==> src/rtl/match_scan_ctrl.sv <==
// match_scan_ctrl: sequences one library-matching pass. Issues library
// addresses 0..LIB_DEPTH-1 to the sigma engine, keeps the K smallest returned
// sigmas (tagged with their library address) in a sorted table, then streams
// the ranked table out and pulses done.
//
// Ports:
//   clk, rst_n          clock, asynchronous active-low reset
//   start               begin a pass (sampled only while idle)
//   busy, done, err     pass in progress, end-of-pass pulse, sticky stray-result flag
//   lib_rd/lib_ready/lib_addr       address request handshake to the engine
//   sig_valid/sig_data              sigma results, returned in issue order
//   out_valid/out_ready/out_rank/out_sigma/out_addr/out_last  ranked report stream
module match_scan_ctrl #(
  parameter int unsigned LIB_DEPTH = 64,
  parameter int unsigned ADDR_W    = 6,
  parameter int unsigned SIG_W     = 18,
  parameter int unsigned K         = 7
) (
  input  logic              clk,
  input  logic              rst_n,
  input  logic              start,
  output logic              busy,
  output logic              done,
  output logic              err,
  output logic              lib_rd,
  input  logic              lib_ready,
  output logic [ADDR_W-1:0] lib_addr,
  input  logic              sig_valid,
  input  logic [SIG_W-1:0]  sig_data,
  output logic              out_valid,
  input  logic              out_ready,
  output logic [2:0]        out_rank,
  output logic [SIG_W-1:0]  out_sigma,
  output logic [ADDR_W-1:0] out_addr,
  output logic              out_last
);

  localparam int unsigned CNT_W = $clog2(LIB_DEPTH + 1);

  typedef enum logic [2:0] {
    S_IDLE, S_CLEAR, S_ISSUE, S_DRAIN, S_REPORT, S_DONE
  } state_t;

  state_t             state_q, state_d;
  logic [CNT_W-1:0]   issue_cnt_q, issue_cnt_d;
  logic [CNT_W-1:0]   rcv_cnt_q, rcv_cnt_d;
  logic [2:0]         rpt_idx_q, rpt_idx_d;
  logic               err_d;
  logic               sig_ok;

  logic [SIG_W-1:0]   slot_sig_q [K];
  logic [ADDR_W-1:0]  slot_addr_q [K];
  logic [SIG_W-1:0]   slot_sig_d [K];
  logic [ADDR_W-1:0]  slot_addr_d [K];
  logic [SIG_W-1:0]   ins_sig [K];
  logic [ADDR_W-1:0]  ins_addr [K];
  logic [K-1:0]       lt;
  logic [ADDR_W-1:0]  tag;

  // Sorted insert: the table is ascending, so lt[] is monotone (once a slot
  // compares greater, every later slot does too). The first set bit takes the
  // new entry, later set bits take their predecessor, the old tail falls off.
  // Strict compare keeps earlier addresses ahead on ties and never inserts all-ones.
  always_comb begin
    tag = ADDR_W'(rcv_cnt_q);
    for (int i = 0; i < K; i++) begin
      lt[i] = (sig_data < slot_sig_q[i]);
    end
    ins_sig[0]  = lt[0] ? sig_data : slot_sig_q[0];
    ins_addr[0] = lt[0] ? tag      : slot_addr_q[0];
    for (int i = 1; i < K; i++) begin
      if (!lt[i]) begin
        ins_sig[i]  = slot_sig_q[i];
        ins_addr[i] = slot_addr_q[i];
      end else if (!lt[i-1]) begin
        ins_sig[i]  = sig_data;
        ins_addr[i] = tag;
      end else begin
        ins_sig[i]  = slot_sig_q[i-1];
        ins_addr[i] = slot_addr_q[i-1];
      end
    end
  end

  // Next-state, counters, table and sticky error.
  always_comb begin
    state_d     = state_q;
    issue_cnt_d = issue_cnt_q;
    rcv_cnt_d   = rcv_cnt_q;
    rpt_idx_d   = rpt_idx_q;
    err_d       = err;
    slot_sig_d  = slot_sig_q;
    slot_addr_d = slot_addr_q;
    sig_ok      = ((state_q == S_ISSUE) || (state_q == S_DRAIN)) &&
                  (rcv_cnt_q != CNT_W'(LIB_DEPTH));

    unique case (state_q)
      S_IDLE: begin
        if (start) state_d = S_CLEAR;
      end
      S_CLEAR: begin
        for (int i = 0; i < K; i++) begin
          slot_sig_d[i]  = '1;
          slot_addr_d[i] = '1;
        end
        issue_cnt_d = '0;
        rcv_cnt_d   = '0;
        rpt_idx_d   = '0;
        err_d       = 1'b0;
        state_d     = S_ISSUE;
      end
      S_ISSUE: begin
        if (lib_rd && lib_ready) begin
          issue_cnt_d = issue_cnt_q + CNT_W'(1);
          if (issue_cnt_q == CNT_W'(LIB_DEPTH - 1)) state_d = S_DRAIN;
        end
      end
      S_DRAIN: begin
        if (rcv_cnt_q == CNT_W'(LIB_DEPTH)) state_d = S_REPORT;
      end
      S_REPORT: begin
        if (out_valid && out_ready) begin
          if (rpt_idx_q == 3'(K - 1)) state_d = S_DONE;
          else                        rpt_idx_d = rpt_idx_q + 3'd1;
        end
      end
      S_DONE: begin
        state_d = S_IDLE;
      end
      default: state_d = S_IDLE;
    endcase

    // A result outside the collection window is dropped and flagged; this
    // also overrides the clear in CLEAR so a stray there is not lost.
    if (sig_valid) begin
      if (sig_ok) begin
        slot_sig_d  = ins_sig;
        slot_addr_d = ins_addr;
        rcv_cnt_d   = rcv_cnt_q + CNT_W'(1);
      end else begin
        err_d = 1'b1;
      end
    end
  end

  // State, counters, table and registered outputs.
  always_ff @(posedge clk or negedge rst_n) begin
    if (!rst_n) begin
      state_q     <= S_IDLE;
      issue_cnt_q <= '0;
      rcv_cnt_q   <= '0;
      rpt_idx_q   <= '0;
      for (int i = 0; i < K; i++) begin
        slot_sig_q[i]  <= '1;
        slot_addr_q[i] <= '1;
      end
      busy      <= 1'b0;
      done      <= 1'b0;
      err       <= 1'b0;
      lib_rd    <= 1'b0;
      lib_addr  <= '0;
      out_valid <= 1'b0;
      out_rank  <= '0;
      out_sigma <= '0;
      out_addr  <= '0;
      out_last  <= 1'b0;
    end else begin
      state_q     <= state_d;
      issue_cnt_q <= issue_cnt_d;
      rcv_cnt_q   <= rcv_cnt_d;
      rpt_idx_q   <= rpt_idx_d;
      slot_sig_q  <= slot_sig_d;
      slot_addr_q <= slot_addr_d;
      busy        <= (state_d != S_IDLE);
      done        <= (state_d == S_DONE);
      err         <= err_d;
      lib_rd      <= (state_d == S_ISSUE);
      lib_addr    <= (state_d == S_ISSUE) ? ADDR_W'(issue_cnt_d) : '0;
      out_valid   <= (state_d == S_REPORT);
      if (state_d == S_REPORT) begin
        out_rank  <= rpt_idx_d;
        out_sigma <= slot_sig_d[rpt_idx_d];
        out_addr  <= slot_addr_d[rpt_idx_d];
        out_last  <= (rpt_idx_d == 3'(K - 1));
      end else begin
        out_rank  <= '0;
        out_sigma <= '0;
        out_addr  <= '0;
        out_last  <= 1'b0;
      end
    end
  end

endmodule

==> config.mk <==
export PLATFORM = sky130hd
export DESIGN_NAME = match_scan_ctrl
export DESIGN_NICKNAME = d
export VERILOG_FILES = /design/src/rtl/match_scan_ctrl.sv
export SDC_FILE = /design/constraint.sdc
export NUM_CORES = 1
export LEC_CHECK = 0
export CORE_MARGIN = 10
export CORE_UTILIZATION = 35
export CTS_CLUSTER_SIZE = 25
export DETAILED_ROUTE_END_ITERATION = 12
export GPL_ROUTABILITY_DRIVEN = 0
export PLACE_DENSITY_LB_ADDON = 0.1
export SYNTH_ARGS = -nofsm -noshare
export SYNTH_HDL_FRONTEND = slang
export SYNTH_SLANG_ARGS = --single-unit
==> constraint.sdc <==
create_clock -name clk -period 8.7 [get_ports clk]
set_input_delay 1.305 -clock clk [delete_from_list [all_inputs] [get_ports clk]]
set_output_delay 1.305 -clock clk [all_outputs]
set_load 0.01 [all_outputs]
Word-level counts from Yosys, hierarchy flattened
Index checks and enable logic that the tools add are counted.
{"block": "totals", "register_bits": 227, "latchBits": 0, "mem_bits_rw": 0, "mem_bits_ro": 0, "input_bits": 24, "output_inout_bits": 39, "wordCells": 123, "mem_count": 0}
{"block": "classes", "add_sub_neg": 3, "mul": 0, "div_mod_pow": 0, "order_cmp": 8, "n_eq_ne": 13, "shift": 0, "muxes": 61, "n_bitwise": 1, "n_reduce_logical": 8}
{"op": "$mux W126", "count": 3}
{"op": "$mux W18", "count": 16}
{"op": "$lt A18 B18 Y1", "count": 7}
{"op": "$mux W42", "count": 3}
{"op": "$mux W6", "count": 17}
{"op": "$bmux W18 S3", "count": 1}
{"op": "$mux W7", "count": 4}
{"op": "$mux W3", "count": 9}
{"op": "$bmux W6 S3", "count": 1}
{"op": "$eq A3 B3 Y1 const B", "count": 5}
{"op": "$pmux W3 S5", "count": 1}
{"op": "$add A7 B1 Y7 const B", "count": 2}
{"op": "$pmux W7 S2", "count": 1}
{"op": "$eq A3 B2 Y1 const B", "count": 3}
{"op": "$eq A7 B6 Y1 const B", "count": 1}
{"op": "$eq A7 B7 Y1 const B", "count": 1}
{"op": "$ne A7 B7 Y1 const B", "count": 1}
{"op": "$pmux W3 S2", "count": 1}
{"op": "$ge A4 B4 Y1 const B", "count": 1}
{"op": "$mux W1", "count": 4}
{"op": "$not A3 Y4", "count": 1}
{"op": "$add A3 B1 Y3 const B", "count": 1}
{"op": "$eq A3 B1 Y1 const B", "count": 1}
{"op": "$logic_and A1 B1 Y1", "count": 3}
{"op": "other kinds (6)", "count": 6}

Longest topological paths before layout
{"block": "depth", "depth_word": 9, "ltp_mapped": 14, "mapped_depth_nobuf": 11}

Worst setup path before layout
Ideal clock, no wire load.
{"block": "synth_timing", "path_type": "input port to flip-flop", "from": "in sig_data[7]", "to": "reg out_sigma[11]", "setup_ns": 0.094, "arrival_ns": 3.623, "t_required_ns": 8.606, "slack_ns": 4.983, "cell_stages": 10, "path_buffers": 1, "cell_sequence": "ha_1 > a21oi_1 > o21ai_0 > a2111oi_2 > o21ai_4 > nor2_1 > buf_2 > mux2_2 > o221a_2 > a211oi_1"}
{"block": "synth_via", "elab_chain_cells": 9, "elab_cells_between_ends": 26, "cone_classes": "order compare (7); mux (19)"}
{"item": "start, declared", "line": "29", "rtl": "input logic [SIG_W-1:0] sig_data,"}
{"item": "$lt A18 B18 Y1", "line": "67", "rtl": "lt[i] = (sig_data < slot_sig_q[i]);"}
{"item": "$mux W18", "line": "75", "rtl": "end else if (!lt[i-1]) begin"}
{"item": "$mux W18", "line": "72", "rtl": "if (!lt[i]) begin"}
{"item": "$mux W126 *", "line": "136", "rtl": "if (sig_ok) begin"}
{"item": "$mux W126 *", "line": "135", "rtl": "if (sig_valid) begin"}
{"item": "$bmux W18 S3 *", "line": "182", "rtl": "out_sigma <= slot_sig_d[rpt_idx_d];"}
{"item": "$mux W18 (not written as such) * (2 in series)", "line": "182"}
{"item": "$mux W18 *", "line": "180", "rtl": "if (state_d == S_REPORT) begin"}
{"item": "end signal, assigned", "line": "182"}
{"item": "end, declared", "line": "33", "rtl": "output logic [SIG_W-1:0] out_sigma,"}
Every way passes the cells marked *; elsewhere a longest branch is shown, timed or not. The select of a mux whose other input is x is not followed.
A chain may end at the register's enable or synchronous reset.

==> metrics.yaml <==
status: "finished, final reports clean"
drt-met1-wl_mm: 27.2
clockPowerShare: 0.198
power.net_switching_w: 0.00263
max_freq_ghz: 0.197
arrival_ps: 5520
yosysUniqueCellTypes: 86
regToRegSetupSlack_ps: 4310
cp_max_fo: 20
maxUsedRoutingLayer: "met4"
drv_cap: 0
wl_met3_mm: 3.49
io_buffers: 62
ys_seq_elements: 227
netlist.area_leader.share: 0.284
yosysSeqAreaShare: 0.378
cts_buffers: 29
crit_path_cell_trace: "clkdlybuf4s50_1, ha_1, a21boi_0, a211o_1, nor2_1, buf_4, nand2_1, o21ai_0, a21o_1, o311a_1"
peakVddDrop_v: 0.000143
overflow: 0
cp_slowest_cell: "clkdlybuf4s50_1"
antenna_cells: 0
final_hold_viol_count: 0
startpoint_type: "primary input"
tightest_slew_ps: 1010
cts-root-buf: "clkbuf_16"
holdBufCountCts: 0
wl_mm: 58.1
max_slew_margin: 0.324
slowest_delay_ps: 860
vias_per_cell: 5.77
grt_pass1_wl_mm: 88.6
async_flop_share: 1.00
required_ps: 9140
switching_share: 0.425
dpl_cell_area_sq_um: 16700
dp.cells: 2310
htree_num_levels: 1
synth.largest_area_cell: "dfstp_2"
drt_iter0_markers: 1188
synthesis.nets: 1887
ctsResizeCount: 0
clock-sinks: 227
worstRegToRegCells: 10
initial_core_util: 0.353
combPwrFrac: 0.461
io_pins: 63
dr.pass1.iters: 5
p_leak_nw: 7.67
seq_power_share: 0.340
die_area_sq_um: 53300
r2r_end: "out_addr[2]"
cts_buffer_depth: 3
stdcell_count: 2364
ys_warn_count: 0
die_w_microns: 231
worst_slack_ps: 3620
path_clk_slew_ps: 60
netlist_area_sq_um: 15600
hpwlAfterDp_mm: 40.1
finalSetupViolations: 0
yosysMostFrequentCell: "dfstp_2"
worst_skew_pair.late_latency_ps: 570
vias: 13639
hold_path.class: "flip-flop to flip-flop"
drcViolationCount: 0
end_kind: "flip-flop"
crit_path_start: "sig_data[17]"
synth_area_leaders: "dfstp_2, ha_1, dfrtp_1"
synth_edf_count: 0
post_cts_buffers: 0
dp_slack_ps: 3070
wl_per_cell_microns: 24.6
drive_gt1_frac: 0.176
fp.coreArea_sq_um: 44100
fin_nets: 1897
rows: 77
fin_crit_sh: 0.584
total_power_w: 0.00618
grt_pass1_vias: 13798
synth_common_cells: "dfstp_2, inv_1, nand2_1"
r2r-start: "rcv_cnt_q[0]"
syn_inst: 1739
finalMaxSlewViolations: 0
final_area_sq_um: 17600
syn_to_final_growth_pct: 13.3
grt_start_max_net_pins: 135
syn_area_per_cell_sq_um: 8.95
ys.flop_type: "dfstp_2"
cellPowerDensity_nw_per_um2: 351
tritoncts: "built"
antenna_found_initial: 1
die_h_microns: 231
fin_worst_skew_ps: 16.4
min_period_ps: 5080
whs_path_depth: 2
p_int_w: 0.00355
grt_usage: 0.215
ant_nets: 0
wl_met2_mm: 26.3
setup-tns-final_ps: 0
worstSetupPathType: "primary input to flip-flop"
grt_setup_unrepaired: "false"
endpoint: "out_addr[2]"
-- registers in the layout (all words and copies together) (netlist names) --
name and count:
out_rank 3, rcv_cnt_q 7, lib_rd 1, err 1, slot_addr_q 42, rpt_idx_q 3, out_valid 1, out_addr 6
lib_addr 6, issue_cnt_q 7, out_last 1, out_sigma 18, done 1, slot_sig_q 126, busy 1, state_q 3
-- worst min path at each step --
stage	startpoint	end	slack [ps]
finish	err	err	490
global route	slot_sig_q[79]	slot_sig_q[61]	520
global placement	err	err	470
detailed placement	err	err	480
CTS	err	err	490
floorplan	rcv_cnt_q[6]	rcv_cnt_q[6]	450
-- final cells by class --
cell class,instances,area (sq um)
fill,4510,26500
clock buffer,46,851
sequential,227,5890
tap,592,741
clock inverter,8,98.8
inverter,164,623
multi-input combinational,1233,8550
timing repair buffer,94,878
-- power groups by stage --
stage	Combinational, W	Clock (W)	Sequential (W)
2_1_floorplan	0.00208	0	0.00196
3_3_place_gp	0.00280	0	0.00210
3_5_place_dp	0.00282	0	0.00211
4_1_cts	0.00284	0.00125	0.00209
5_1_grt	0.00319	0.00130	0.00216
6_report	0.00285	0.00123	0.00210
-- critical path, delay by kind of cell --
kind / cells / cell delay (ps)
and+or+nand+nor: 2 / 570
buffers and inverters: 2 / 1100
adders and majority gates: 1 / 570
AOI/OAI and AO/OA: 5 / 1960
-- layer usage --
metal	global-route usage	vias to the layer above
li1	-	6398
met1	0.305	6774
met2	0.339	416
met3	0.0271	51
met4	0.0522	0
met5	0	-
-- metrics by stage --
stage	utilization	hold WS, ps
3_3_place_gp	0.378	470
2_1_floorplan	-	450
3_5_place_dp	0.378	478
6_report	0.400	486
4_1_cts	0.400	492
5_1_grt	0.400	522
-- cell families after synthesis --
| family | share of synthesized area |
|---|---|
| XOR/XNOR | 0.00338 |
| flip-flops | 0.378 |
| buffers and inverters | 0.0751 |
| multiplexers | 0.0466 |
| adder cells (fa/ha/maj) | 0.0997 |
| AO/OA/AOI/OAI | 0.247 |
| AND/OR/NAND/NOR | 0.150 |
-- layout by cell type (no fill, tap or decap), types with 21 or more instances in the layout --
| master | instances |
|---|---|
| clkdlybuf4s50_1 | 61 |
| o21ai_0 | 93 |
| o31a_1 | 30 |
| nand3_1 | 47 |
| a31oi_1 | 54 |
| nand4_1 | 21 |
| clkbuf_16 | 30 |
| o211ai_1 | 71 |
| mux2i_1 | 50 |
| buf_4 | 31 |
| nor2_1 | 106 |
| ha_1 | 124 |
| nand2_1 | 146 |
| inv_1 | 161 |
| a211oi_1 | 35 |
| nor3_1 | 83 |
| dfstp_2 | 168 |
| dfrtp_1 | 59 |
| a21oi_1 | 108 |
(Power assumes the default switching activity.)
